$ cat src/rtl/cdb_arbiter_pkg.sv
// Shared definitions for the Common Data Bus arbiter: default sizes and the
// broadcast packet layout that the dispatch/issue stage consumes.
package cdb_arbiter_pkg;

    // Number of functional-unit completion ports sharing the CDB.
    localparam int NUM_FU_CDB = 4;
    // ROB index width carried on the CDB.
    localparam int CDB_TAG_W  = 5;
    // Result width carried on the CDB.
    localparam int CDB_DATA_W = 32;

    // One CDB broadcast. cdb_valid/cdb_tag/cdb_value map 1:1 onto these fields.
    typedef struct packed {
        logic                  valid;
        logic [CDB_TAG_W-1:0]  tag;
        logic [CDB_DATA_W-1:0] value;
    } cdb_packet_t;

endpackage

$ cat src/rtl/cdb_arbiter_rr_picker.sv
// Combinational round-robin picker: the first set request at or after ptr,
// searching upward and wrapping. The request vector is doubled, the lower copy
// is masked below ptr, find-first runs on the result and the index is folded
// back into 0..NUM_REQ-1. The unmasked upper copy supplies the wrap-around.
module cdb_arbiter_rr_picker #(
    parameter int NUM_REQ = 4,
    parameter int IDX_W   = $clog2(NUM_REQ)
) (
    input  logic [NUM_REQ-1:0] req,
    input  logic [IDX_W-1:0]   ptr,
    output logic [NUM_REQ-1:0] grant,
    output logic [IDX_W-1:0]   winner,
    output logic               any
);

    logic [2*NUM_REQ-1:0] req_dbl_s;
    logic [2*NUM_REQ-1:0] masked_s;
    logic [IDX_W:0]       first_s;
    logic                 found_s;

    // Double the request vector and drop the lower-copy bits below ptr.
    always_comb begin
        req_dbl_s = {req, req};
        masked_s  = '0;
        for (int j = 0; j < 2*NUM_REQ; j++) begin
            masked_s[j] = req_dbl_s[j] & (j >= int'(ptr));
        end
    end

    // Find the lowest set bit of the masked double-width vector.
    always_comb begin
        found_s = 1'b0;
        first_s = '0;
        for (int j = 0; j < 2*NUM_REQ; j++) begin
            if (masked_s[j] && !found_s) begin
                found_s = 1'b1;
                first_s = (IDX_W+1)'(j);
            end else begin
                found_s = found_s;
            end
        end
    end

    // Fold the double-width index back onto a port number and build the one-hot grant.
    always_comb begin
        grant = '0;
        if (first_s >= (IDX_W+1)'(NUM_REQ)) begin
            winner = IDX_W'(first_s - (IDX_W+1)'(NUM_REQ));
        end else begin
            winner = first_s[IDX_W-1:0];
        end
        if (found_s) begin
            grant[winner] = 1'b1;
        end else begin
            grant = '0;
        end
        any = found_s;
    end

endmodule

$ cat src/rtl/cdb_arbiter.sv
// Common Data Bus arbiter: each cycle grants at most one completing functional
// unit by round-robin and broadcasts its ROB tag and result on the registered
// CDB one cycle later. Squash blocks consumption; reset wins over squash.
module cdb_arbiter
    import cdb_arbiter_pkg::*;
#(
    parameter int NUM_REQ = NUM_FU_CDB,
    parameter int TAG_W   = CDB_TAG_W,
    parameter int DATA_W  = CDB_DATA_W
) (
    input  logic                        clock,
    input  logic                        reset,
    input  logic                        squash,
    input  logic [NUM_REQ-1:0]          req_valid,
    input  logic [NUM_REQ*TAG_W-1:0]    req_tag,
    input  logic [NUM_REQ*DATA_W-1:0]   req_value,
    output logic [NUM_REQ-1:0]          grant,
    output logic                        cdb_valid,
    output logic [TAG_W-1:0]            cdb_tag,
    output logic [DATA_W-1:0]           cdb_value
);

    localparam int IDX_W = $clog2(NUM_REQ);

    logic [IDX_W-1:0]   rr_ptr_r;
    logic [IDX_W-1:0]   ptr_next_s;
    logic [NUM_REQ-1:0] pick_grant_s;
    logic [IDX_W-1:0]   pick_winner_s;
    logic               pick_any_s;
    logic               take_s;
    logic [TAG_W-1:0]   tag_sel_s;
    logic [DATA_W-1:0]  value_sel_s;
    logic               cdb_valid_r;
    logic [TAG_W-1:0]   cdb_tag_r;
    logic [DATA_W-1:0]  cdb_value_r;

    cdb_arbiter_rr_picker #(
        .NUM_REQ (NUM_REQ),
        .IDX_W   (IDX_W)
    ) u_picker (
        .req    (req_valid),
        .ptr    (rr_ptr_r),
        .grant  (pick_grant_s),
        .winner (pick_winner_s),
        .any    (pick_any_s)
    );

    // A result is consumed only when someone requests and neither reset nor squash is active.
    always_comb begin
        if (reset || squash) begin
            take_s = 1'b0;
            grant  = '0;
        end else begin
            take_s = pick_any_s;
            grant  = pick_grant_s;
        end
    end

    // Pointer moves to the port just past the winner, wrapping at the last port.
    always_comb begin
        if (pick_winner_s == IDX_W'(NUM_REQ-1)) begin
            ptr_next_s = '0;
        end else begin
            ptr_next_s = pick_winner_s + IDX_W'(1);
        end
    end

    // Select the winning port's tag and value using the picker's one-hot grant.
    always_comb begin
        tag_sel_s   = '0;
        value_sel_s = '0;
        for (int i = 0; i < NUM_REQ; i++) begin
            if (pick_grant_s[i]) begin
                tag_sel_s   = req_tag[i*TAG_W +: TAG_W];
                value_sel_s = req_value[i*DATA_W +: DATA_W];
            end else begin
                tag_sel_s   = tag_sel_s;
                value_sel_s = value_sel_s;
            end
        end
    end

    // CDB output register and round-robin pointer; tag/value hold when idle.
    always_ff @(posedge clock) begin
        if (reset) begin
            rr_ptr_r    <= '0;
            cdb_valid_r <= 1'b0;
            cdb_tag_r   <= '0;
            cdb_value_r <= '0;
        end else if (take_s) begin
            rr_ptr_r    <= ptr_next_s;
            cdb_valid_r <= 1'b1;
            cdb_tag_r   <= tag_sel_s;
            cdb_value_r <= value_sel_s;
        end else begin
            rr_ptr_r    <= rr_ptr_r;
            cdb_valid_r <= 1'b0;
            cdb_tag_r   <= cdb_tag_r;
            cdb_value_r <= cdb_value_r;
        end
    end

    assign cdb_valid = cdb_valid_r;
    assign cdb_tag   = cdb_tag_r;
    assign cdb_value = cdb_value_r;

endmodule

$ cat config.mk
export PLATFORM = sky130hd
export DESIGN_NAME = cdb_arbiter
export DESIGN_NICKNAME = d
export VERILOG_FILES = /design/src/rtl/cdb_arbiter_pkg.sv /design/src/rtl/cdb_arbiter_rr_picker.sv /design/src/rtl/cdb_arbiter.sv
export SDC_FILE = /design/constraint.sdc
export NUM_CORES = 1
export LEC_CHECK = 0
export CORE_AREA = 2 2 127 67
export DETAILED_ROUTE_END_ITERATION = 6
export DIE_AREA = 0 0 129 69
export HOLD_SLACK_MARGIN = 0.1
export PLACE_DENSITY = 0.88
export SLEW_MARGIN = 0
export SYNTH_ARGS = -nofsm -noshare
export SYNTH_HDL_FRONTEND = slang
export SYNTH_SLANG_ARGS = --single-unit
export TNS_END_PERCENT = 20
$ cat constraint.sdc
create_clock -name clock -period 2.1 [get_ports clock]
set_input_delay 0.315 -clock clock [delete_from_list [all_inputs] [get_ports clock]]
set_output_delay 0.315 -clock clock [all_outputs]
set_load 0.05 [all_outputs]
Yosys cells after proc, flatten, opt, wreduce, memory -nomap -nowiden
Index checks and enable logic that the tools add are counted.
- bits of input ports: 155
- output and inout bits: 42
- word-level logic and storage cells: 63
- register bits after elaboration: 40
- multiplexer cells: 31
- equality and inequality tests: 1
- magnitude comparators: 6
- bitwise operators: 3
- reduce and logical (&&, ||, !) cells: 16
- add/sub/neg operators: 2
- operators by type and width (operator ; number):
    32-bit 2-to-1 mux ; 4
    5-bit 2-to-1 mux ; 4
    3-bit 2-to-1 mux ; 6
    1-bit 2-to-1 mux ; 12
    1-bit logical AND ; 8
    4-bit 2-to-1 mux ; 2
    1-bit zero test ; 7
    1-bit by 2-bit >= comparator with 1-bit output (first input constant) ; 2
    2-bit 2-to-1 mux ; 2
    1-bit bitwise AND ; 3
    3-bit >= comparator (second input constant) ; 1
    2-bit by 3-bit < comparator with 1-bit output (second input constant) ; 1
    2-bit by 1-bit adder with 2-bit output (second input constant) ; 1
    1-bit demux with 2-bit select ; 1
    2-bit equality test (second input constant) ; 1
    2-bit by 1-bit >= comparator with 1-bit output (second input constant) ; 1
    2-bit >= comparator (first input constant) ; 1
    2-bit by 1-bit subtractor with 2-bit output (second input constant) ; 1
    1-bit logical OR ; 1

Longest topological paths before layout
Gate-level depths: netlist of run 1.
- word-level depth: 35
- gate-level depth with buffers: 10
- mapped depth without buffers: 9

Cells and area by module
Synthesis of run 1 repeated with hierarchy kept, for this count alone.
- cells, all modules: 387
- area, all modules: 3224.3 sq um
- modules (own cells, without submodules) (module ; cells an instance ; area an instance (sq um) ; instances ; seq. area each (sq um)):
    cdb_arbiter ; 355 ; 3022.9 ; 1 ; 800.8
    cdb_arbiter_rr_picker ; 32 ; 201.4 ; 1 ; 0.0

Worst setup path after synthesis of run 1
Ideal clock, no wire load.
- path type: input-to-output
- start: input port req_valid[0]
- end: output port grant[3]
- data required time: 1.785 ns
- data arrival time: 2.847 ns
- buffers on the path: 1
- path slack: -1.062 ns
- stages on the path: 8
- cells stage by stage: nor2b_1 -> a21oi_1 -> o22a_1 -> and2_1 -> ha_1 -> inv_1 -> clkbuf_1 -> nor4_1
- longest elaborated chain between the ends: 31
- elaborated cells on any way between the ends: 40
- classes of those cells: 1 x add/sub; 3 x order compare; 20 x mux; 1 x bitwise; 15 x reduce/logical
- RTL lines (what ; RTL line ; RTL):
    from (decl) ; cdb_arbiter.sv:14 ; input logic [NUM_REQ-1:0] req_valid,
    1-bit bitwise AND ; cdb_arbiter_rr_picker.sv:26 ; masked_s[j] = req_dbl_s[j] & (j >= int'(ptr));
    1-bit 2-to-1 mux ; cdb_arbiter_rr_picker.sv:35 ; if (masked_s[j] && !found_s) begin
    1-bit zero test ; cdb_arbiter_rr_picker.sv:35 ;
    1-bit logical AND ; cdb_arbiter_rr_picker.sv:35 ;
    1-bit 2-to-1 mux ; cdb_arbiter_rr_picker.sv:35 ;
    1-bit zero test ; cdb_arbiter_rr_picker.sv:35 ;
    1-bit logical AND ; cdb_arbiter_rr_picker.sv:35 ;
    1-bit 2-to-1 mux ; cdb_arbiter_rr_picker.sv:35 ;
    [15 not listed] ; - ;
    3-bit >= comparator or 2-bit by 1-bit subtractor with 2-bit output (tied branches) ; cdb_arbiter_rr_picker.sv:47, cdb_arbiter_rr_picker.sv:48 ;
    2-bit 2-to-1 mux ; cdb_arbiter_rr_picker.sv:47 ; if (first_s >= (IDX_W+1)'(NUM_REQ)) begin
    2-bit by 3-bit < comparator with 1-bit output (not written as such) or 2-bit by 1-bit >= comparator with 1-bit output (tied branches) ; cdb_arbiter_rr_picker.sv:53 ; grant[winner] = 1'b1;
    1-bit logical AND (not written as such) ; cdb_arbiter_rr_picker.sv:53 ;
    1-bit 2-to-1 mux (not written as such) ; cdb_arbiter_rr_picker.sv:53 ;
    1-bit demux with 2-bit select ; - ;
    4-bit 2-to-1 mux (*) ; cdb_arbiter_rr_picker.sv:52 ; if (found_s) begin
    4-bit 2-to-1 mux (*) ; cdb_arbiter.sv:50 ; if (reset || squash) begin
    to (decl) ; cdb_arbiter.sv:17 ; output logic [NUM_REQ-1:0] grant,
Every way passes the cells marked *; elsewhere a longest branch is shown, timed or not.

Worst setup path in the final report of run 1
- start: register rr_ptr_r[0]
- end: output port grant[3]
- longest elaborated chain between the ends: 32
- elaborated cells on any way between the ends: 45
- classes of those cells: 1 x add/sub; 6 x order compare; 20 x mux; 3 x bitwise; 15 x reduce/logical
- RTL lines (what ; RTL line ; RTL):
    from (decl) ; cdb_arbiter.sv:25 ; logic [IDX_W-1:0] rr_ptr_r;
    from (signal assigned) ; cdb_arbiter.sv:91 ; rr_ptr_r <= ptr_next_s;
    from (signal assigned) ; cdb_arbiter.sv:96 ; rr_ptr_r <= rr_ptr_r;
    1-bit by 2-bit >= comparator with 1-bit output ; cdb_arbiter_rr_picker.sv:26 ;
    1-bit bitwise AND ; cdb_arbiter_rr_picker.sv:26 ;
    1-bit 2-to-1 mux ; cdb_arbiter_rr_picker.sv:35 ;
    1-bit zero test ; cdb_arbiter_rr_picker.sv:35 ;
    1-bit logical AND ; cdb_arbiter_rr_picker.sv:35 ;
    1-bit 2-to-1 mux ; cdb_arbiter_rr_picker.sv:35 ;
    1-bit zero test ; cdb_arbiter_rr_picker.sv:35 ;
    1-bit logical AND ; cdb_arbiter_rr_picker.sv:35 ;
    [16 not listed] ; - ;
    3-bit >= comparator or 2-bit by 1-bit subtractor with 2-bit output (tied branches) ; cdb_arbiter_rr_picker.sv:47, cdb_arbiter_rr_picker.sv:48 ;
    2-bit 2-to-1 mux ; cdb_arbiter_rr_picker.sv:47 ;
    2-bit by 3-bit < comparator with 1-bit output (not written as such) or 2-bit by 1-bit >= comparator with 1-bit output (tied branches) ; cdb_arbiter_rr_picker.sv:53 ;
    1-bit logical AND (not written as such) ; cdb_arbiter_rr_picker.sv:53 ;
    1-bit 2-to-1 mux (not written as such) ; cdb_arbiter_rr_picker.sv:53 ;
    1-bit demux with 2-bit select ; - ;
    4-bit 2-to-1 mux (*) ; cdb_arbiter_rr_picker.sv:52 ;
    4-bit 2-to-1 mux (*) ; cdb_arbiter.sv:50 ;
Marks and branches as above.

==> results.json, run 1 <==
{
  "drtIter0Drc": 123,
  "initial_core_util_pct": 28.48,
  "cts_tree": "built",
  "drcViolationCount": 0,
  "setup_tns_ns": -0.05874,
  "ys_seq_area_share_pct": 36.06,
  "rows": 23,
  "ys_ff_latch": 40,
  "fmax_ghz": 0.4632,
  "cp_max_fo": 5,
  "grt_max_degree": 30,
  "nets": 596,
  "h-tree-depth": 2,
  "fillers": 631,
  "clockRootBuffer": "clkbuf_16",
  "r2r_slack_ns": 0.03,
  "dieArea_um2": 8901,
  "hold_viol": 0,
  "syn_avg_cell_area_um2": 10.23,
  "grt_pass1_vias": 3280,
  "clkPwrFrac_pct": 22.6,
  "grt_util_all_layers_pct": 24.68,
  "routed_wl_um": 11330,
  "seq_power_share_pct": 26.3,
  "dp_hpwl_um": 7614,
  "internal-power_uw": 2181,
  "io_pins": 197,
  "hold_path.class": "reg -> reg",
  "use_met3_pct": 6.910,
  "ys_types": 27,
  "vias_per_cell": 5.453,
  "synthToLayoutAreaGrowth_pct": 125.4,
  "overflow": 0,
  "p_leak_uw": 0.001767,
  "violations": "setup timing",
  "slew_violations": 0,
  "cts_made_buffers": 5,
  "syn_inst": 217,
  "cp_data_arrival_time_ns": 1.84,
  "cts_buffer_depth": 2,
  "synthesis.area_um2": 2221,
  "syn-num-nets": 376,
  "p_sw_uw": 1290,
  "layout-drive-gt1-share_pct": 22.37,
  "clkTransAtPathRegs_ns": 0.06,
  "die_w_um": 129,
  "tightest_slew_ns": 0.5366,
  "diodes": 0,
  "crit_type": "reg -> out",
  "post-route-period-util_pct": 102.8,
  "relSlewSlack_pct": 64.11,
  "grt_util_met2_pct": 43.15,
  "peakVddDrop_mv": 0.3239,
  "crit_required_ns": 1.78,
  "wl_per_cell_um": 20.59,
  "die_h_um": 69,
  "setup_ws_ns": -0.05874,
  "vias": 2999,
  "grt_pass1_wl_um": 17060,
  "final_util_pct": 64.19,
  "final-setup-viol-count": 1,
  "gr-max-usage-layer": "met2",
  "outcome": "complete, but fails checks",
  "drtAntennaViolNets": 0,
  "postCtsHoldBufs": 0,
  "dr.pass1.iters": 5,
  "antenna_found_initial": 0,
  "pwr_density_cell_nw_per_um2": 693.4,
  "hp-start": "cdb_tag[2]",
  "hold-path-endpoint": "cdb_tag[2]",
  "max-cap-violations": 0,
  "synth-warning-count": 0,
  "reg2reg_depth": 11,
  "whs_path_depth": 1,
  "coreArea_um2": 7799,
  "port_buffers": 196,
  "period_minus_slack_ns": 2.159,
  "grtUsageMet1_pct": 30.54,
  "worstReg2RegStart": "rr_ptr_r[0]",
  "comb_power_share_pct": 51.1,
  "finClkSkew_ns": 0.003230,
  "swShare_pct": 37.16,
  "start_kind": "register",
  "end_kind": "output pin",
  "reg2reg_to": "cdb_value[4]",
  "numClockSinks": 40,
  "gp_congestion": 0.9192,
  "insertion_delay_ns": 0.28,
  "rsz0062_at_grt": "true"
}
-- state kept, by name, summed over array words and instances, names as in the netlist --
register	count
cdb_tag	5
cdb_valid	1
rr_ptr_r	2
cdb_value	32
-- placed cells by master, fill, tap and decap left out, types with 2 or more instances in the layout --
cell,synthesis,routed
clkdlybuf4s50_1,0,188
dfxtp_1,40,39
o2bb2ai_1,36,36
buf_4,3,34
o221ai_1,31,31
a221oi_1,36,19
a221oi_2,0,17
buf_12,0,8
nand2_1,7,7
o221ai_2,5,5
clkbuf_16,0,5
nor2b_4,0,3
o22a_1,3,3
and2_4,0,3
a21oi_1,5,3
dlygate4sd2_1,0,3
inv_1,4,2
o22ai_2,0,2
a21oi_2,0,2
nor2_1,2,2
nor4_4,1,2
o21ai_0,2,2
ha_4,0,2
clkinv_2,0,2
bufbuf_16,0,2
buf_6,4,2
-- cell usage after synthesis, drive strengths merged --
cell type,count,share of area (%)
dfxtp,40,36
a221oi,36,14
o221ai,36,16
o2bb2ai,36,14
clkbuf,14,2.4
buf,12,4.2
nand2,7,1.2
a21oi,5,1.1
and2,4,1.1
ha,4,2.3
inv,4,0.68
nor2,4,1.5
o22a,3,1.2
nor2b,2,0.56
nor4,2,1.2
o21ai,2,0.45
o22ai,2,0.56
a211oi,1,0.34
a32o,1,0.45
nor3,1,0.45
or2,1,0.28
-- cell families (layout without fill, tap and decap cells) --
family                   count (synthesis)  count (layout)  share of synthesized area (%)
flip-flops                              40              40                          36.06
AO/OA/AOI/OAI                          122             122                          48.11
AND/OR/NAND/NOR                         21              22                          6.367
buffers and inverters                   30             250                          7.211
adder cells (fa/ha/maj)                  4               4                          2.254
-- worst max-delay path: stages, from the launching register on --
cell and delay (ns):
dfxtp_4 0.36, buf_4 0.14, a21oi_2 0.17, o22a_1 0.22, ha_4 0.14, buf_4 0.11, inv_4 0.05, nor4_4 0.17
buf_6 0.20
-- stage by stage --
stage          hold WS [ns]  cells  total power [uW]  worst slack (ns)  instance area (um^2)
2_1_floorplan        0.3841    217              1717          0.007781                  2266
3_3_place_gp         0.4435    526              2392           -0.6666                  4494
3_5_place_dp         0.4455    526              2425           -0.8477                  4494
4_1_cts              0.4652    541              3366          -0.06334                  4826
5_1_grt              0.4777    550              3633           -0.1400                  5006
6_report             0.4603    550              3471          -0.05874                  5006
-- cell type report --
cell class / count / area [um^2] / area share (%)
timing repair buffer: 238 / 2421 / 48.36
multi-input combinational: 148 / 1474 / 29.44
tap: 112 / 140.1 / 2.799
inverter: 4 / 17.52 / 0.3499
clock inverter: 2 / 10.01 / 0.2000
clock buffer: 6 / 138.9 / 2.774
sequential: 40 / 804.5 / 16.07
-- per-layer routing --
layer / part of all wire (%) / routed length [um] / up-vias
li1: - / - / 1388
met1: 41 / 4610 / 1455
met2: 49 / 5537 / 144
met3: 9.6 / 1089 / 12
met4: 0.77 / 87 / 0
met5: 0 / 0 / -
-- power by group through the flow --
stage                     clock network (uW)  registers, uW  logic [uW]
after CTS                                805            911        1650
after detailed placement                   0            923        1500
after global routing                     842            924        1870
after global placement                     0            923        1470
after floorplan                            0           1240         478
final                                    786            912        1770
-- how the worst max path moves through the flow --
stage	end	slack [ns]	cells past startpoint	start
after floorplan	grant[3]	0.008	8	req_valid[0]
after global placement	cdb_value[24]	-0.67	9	req_valid[0]
after detailed placement	cdb_value[13]	-0.85	9	req_valid[0]
after CTS	grant[3]	-0.06	9	rr_ptr_r[0]
after global routing	grant[3]	-0.14	9	rr_ptr_r[0]
final	grant[3]	-0.06	8	rr_ptr_r[0]
-- what timing repair did --
| item | CTS | global route |
|---|---|---|
| gates cloned | 3 | 0 |
| resized for setup | 25 | 17 |
| endpoints found under the setup margin | 41 | 40 |
| pin swaps | 4 | 2 |
| buffers inserted | 4 | 9 |
No activity file was read; power rests on OpenSTA's default activity.
==> inputs of run 2 (changes only) <==
- ABC_AREA: default -> 1
- CORE_AREA: 2 2 127 67 -> 2 2 146 77
- DIE_AREA: 0 0 129 69 -> 0 0 148 79
- PLACE_DENSITY: 0.88 -> 0.87
- REMOVE_ABC_BUFFERS: default -> 1
==> run 2 against run 1 <==
The flow still finishes with violations (setup timing). Via count up 63%. Die area up 31%. Combinational power down 2%. Largest power group unchanged.
==> results.json, run 2 <==
{
  "layout_commonest_cell": "nand2_1",
  "async_reset_ff_share_pct": 0,
  "yosys-top-cells-area": "nand2_1 (24%), dfxtp_1 (22%), nand3_1 (15%), inv_1 (9.5%), a21oi_1 (5.3%)",
  "fmax_ghz": 0.4347,
  "largest_reg_flops": 32,
  "power_uw": 3297,
  "crit_required_ns": 2.31,
  "wl_per_cell_um": 14.24,
  "critPathTopFamily": "simple AND/OR/NAND/NOR gates",
  "cts_made_buffers": 5,
  "clkTransAtPathRegs_ns": 0.06,
  "synth_area_leader_cell": "nand2_1",
  "end_kind": "register",
  "cpMaxStageDelayCell": "dfxtp_2",
  "coreArea_um2": 10540,
  "period_minus_slack_ns": 2.300,
  "cp_cell_sequence": "nor2_1 > nand2_1 > nand2_2 > nor2_4 > nand3_2 > o21ai_4 > inv_2 > ha_4 > buf_12 > buf_8 > buf_12 > nor2_4 > nand3_2 > nand2_2 > nand2_1 > nand2_1 > nand2_1 > a21oi_1",
  "r2r_slack_ns": -0.20,
  "start_kind": "register",
  "cp_data_arrival_time_ns": 2.51,
  "rows": 27,
  "syn_inst": 694,
  "synth.cells.most_frequent": "nand2_1 (236), nand3_1 (112), inv_1 (93)",
  "synth_top_area_share_pct": 24.19,
  "drcViolationCount": 0,
  "violations": "setup timing",
  "ys_ff_latch": 40,
  "io_pins": 197,
  "rsz0062_at_grt": "true",
  "grt_pass1_wl_um": 21250,
  "final_cell_mix": "nand2_1 (226), clkdlybuf4s50_1 (187), nand3_1 (103)",
  "dr.pass1.iters": 5,
  "synth_edf_count": 0,
  "relSlewSlack_pct": 62.90,
  "postCtsHoldBufs": 0,
  "routed_wl_um": 14840,
  "synth-warning-count": 0,
  "initial_core_util_pct": 34.75,
  "hold_path.class": "in -> reg",
  "gp_congestion": 0.8289,
  "p_leak_uw": 0.003280,
  "nets": 1056,
  "slew_violations": 0,
  "cpPeakStageDelay_ns": 0.36,
  "port_buffers": 196,
  "cp_max_fo": 6,
  "layout-drive-gt1-share_pct": 17.28,
  "finalNonFillerCells": 1042,
  "max-cap-violations": 0,
  "insertion_delay_ns": 0.28,
  "dp_hpwl_um": 9896,
  "drtAntennaViolNets": 0,
  "numClockSinks": 40,
  "crit_type": "reg -> reg",
  "critPathBufInv": 4,
  "final-setup-viol-count": 41,
  "vias": 4895,
  "tightest_slew_ns": 0.5548,
  "cts_buffer_depth": 2,
  "cts_tree": "built",
  "outcome": "complete, but fails checks",
  "clockRootBuffer": "clkbuf_16",
  "antenna_found_initial": 0,
  "vias_per_cell": 4.698,
  "h-tree-depth": 2,
  "peakVddDrop_mv": 0.2594,
  "synthToLayoutAreaGrowth_pct": 81.86,
  "post-route-period-util_pct": 109.5,
  "cpMostUsedCell": "nand2_1",
  "hold_viol": 0,
  "die_h_um": 79,
  "diodes": 0,
  "grt_pass1_vias": 4309,
  "drtIter0Drc": 264,
  "ys_types": 21,
  "synthesis.area_um2": 3662,
  "dieArea_um2": 11690,
  "dpl.cell_count": 1016,
  "ys_seq_area_share_pct": 21.87,
  "grt_util_all_layers_pct": 22.90,
  "synth_most_common_cell": "nand2_1",
  "pwr_density_cell_nw_per_um2": 495.0,
  "grt_max_degree": 41,
  "setup_ws_ns": -0.2002,
  "synthFlopType": "dfxtp_1",
  "die_w_um": 148,
  "overflow": 0,
  "finClkSkew_ns": 0.004397,
  "syn_avg_cell_area_um2": 5.277
}
-- run 2: changes by cell type in the layout (fill, tap and decap cells not counted), sizes merged, moves of 37 or more --
| cell | previous run | this run |
|---|---|---|
| inv | 4 | 115 |
| nor2 | 4 | 43 |
| o21ai | 2 | 39 |
| nand3 | 0 | 113 |
| nand2 | 7 | 239 |
-- run 2: cells by family after synthesis --
kind of cell / after synthesis / share of synthesized area, %
simple gates: 397 / 45.37
buf+inv: 175 / 20.74
compound gates: 78 / 10.66
flops: 40 / 21.87
fa+ha+maj: 4 / 1.367
-- run 2: through the flow --
step | hold WS, ns | setup TNS (ns) | setup slack [ns] | area, um^2 | utilization, %
floorplan | 0.3841 | -41.69 | -1.896 | 3361 | -
global placement | 0.4507 | -15.47 | -0.4861 | 5927 | 56.23
detailed placement | 0.4573 | -19.33 | -0.6063 | 5927 | 56.23
CTS | 0.4219 | -2.113 | -0.1346 | 6250 | 59.29
global route | 0.4235 | -9.715 | -0.3005 | 6660 | 63.19
finish | 0.4244 | -4.406 | -0.2002 | 6660 | 63.19
-- run 2: routing by layer --
| metal | up-vias | global-route usage (%) | wire [um] |
|---|---|---|---|
| li1 | 2527 | - | - |
| met1 | 2165 | 29.20 | 6535 |
| met2 | 193 | 39.44 | 6774 |
| met3 | 10 | 6.207 | 1403 |
| met4 | 0 | 4.095 | 129 |
| met5 | - | 0 | 0 |
-- run 2: area by class of cell --
class                           instances  area (um^2)
Sequential cell                        40        803.3
Inverter                              122        460.4
Tap cell                              145        181.4
Clock buffer                            6        128.9
Timing Repair Buffer                  249         2669
Fill cell                             965         3880
Multi-Input combinational cell        479         2412
Clock inverter                          1        5.005
-- run 2: final timing paths --
path | start | end | cells after the start
worst max-delay path | rr_ptr_r[1] | cdb_value[13] | 18
worst min-delay path | reset | cdb_value[1] | 2
worst max register to register | rr_ptr_r[1] | cdb_value[13] | 18
worst min register to register | cdb_value[12] | cdb_value[12] | 2
-- run 2: where the power goes --
group / internal (uW) / total, uW / switching, uW
registers: 812 / 840 / 28.0
clock network: 432 / 725 / 293
logic: 829 / 1730 / 903
-- run 2: repair_timing --
item,in CTS,in global routing
setup buffers,9,5
gates resized for setup,36,70
endpoints found under the setup margin,41,41
cloned,0,5
pin swaps,12,50
==> inputs of run 3 (changes only) <==
- GPL_ROUTABILITY_DRIVEN: default -> 0
==> results of run 3 <==
Final layout, timing and power as in run 2 (identical DEF).
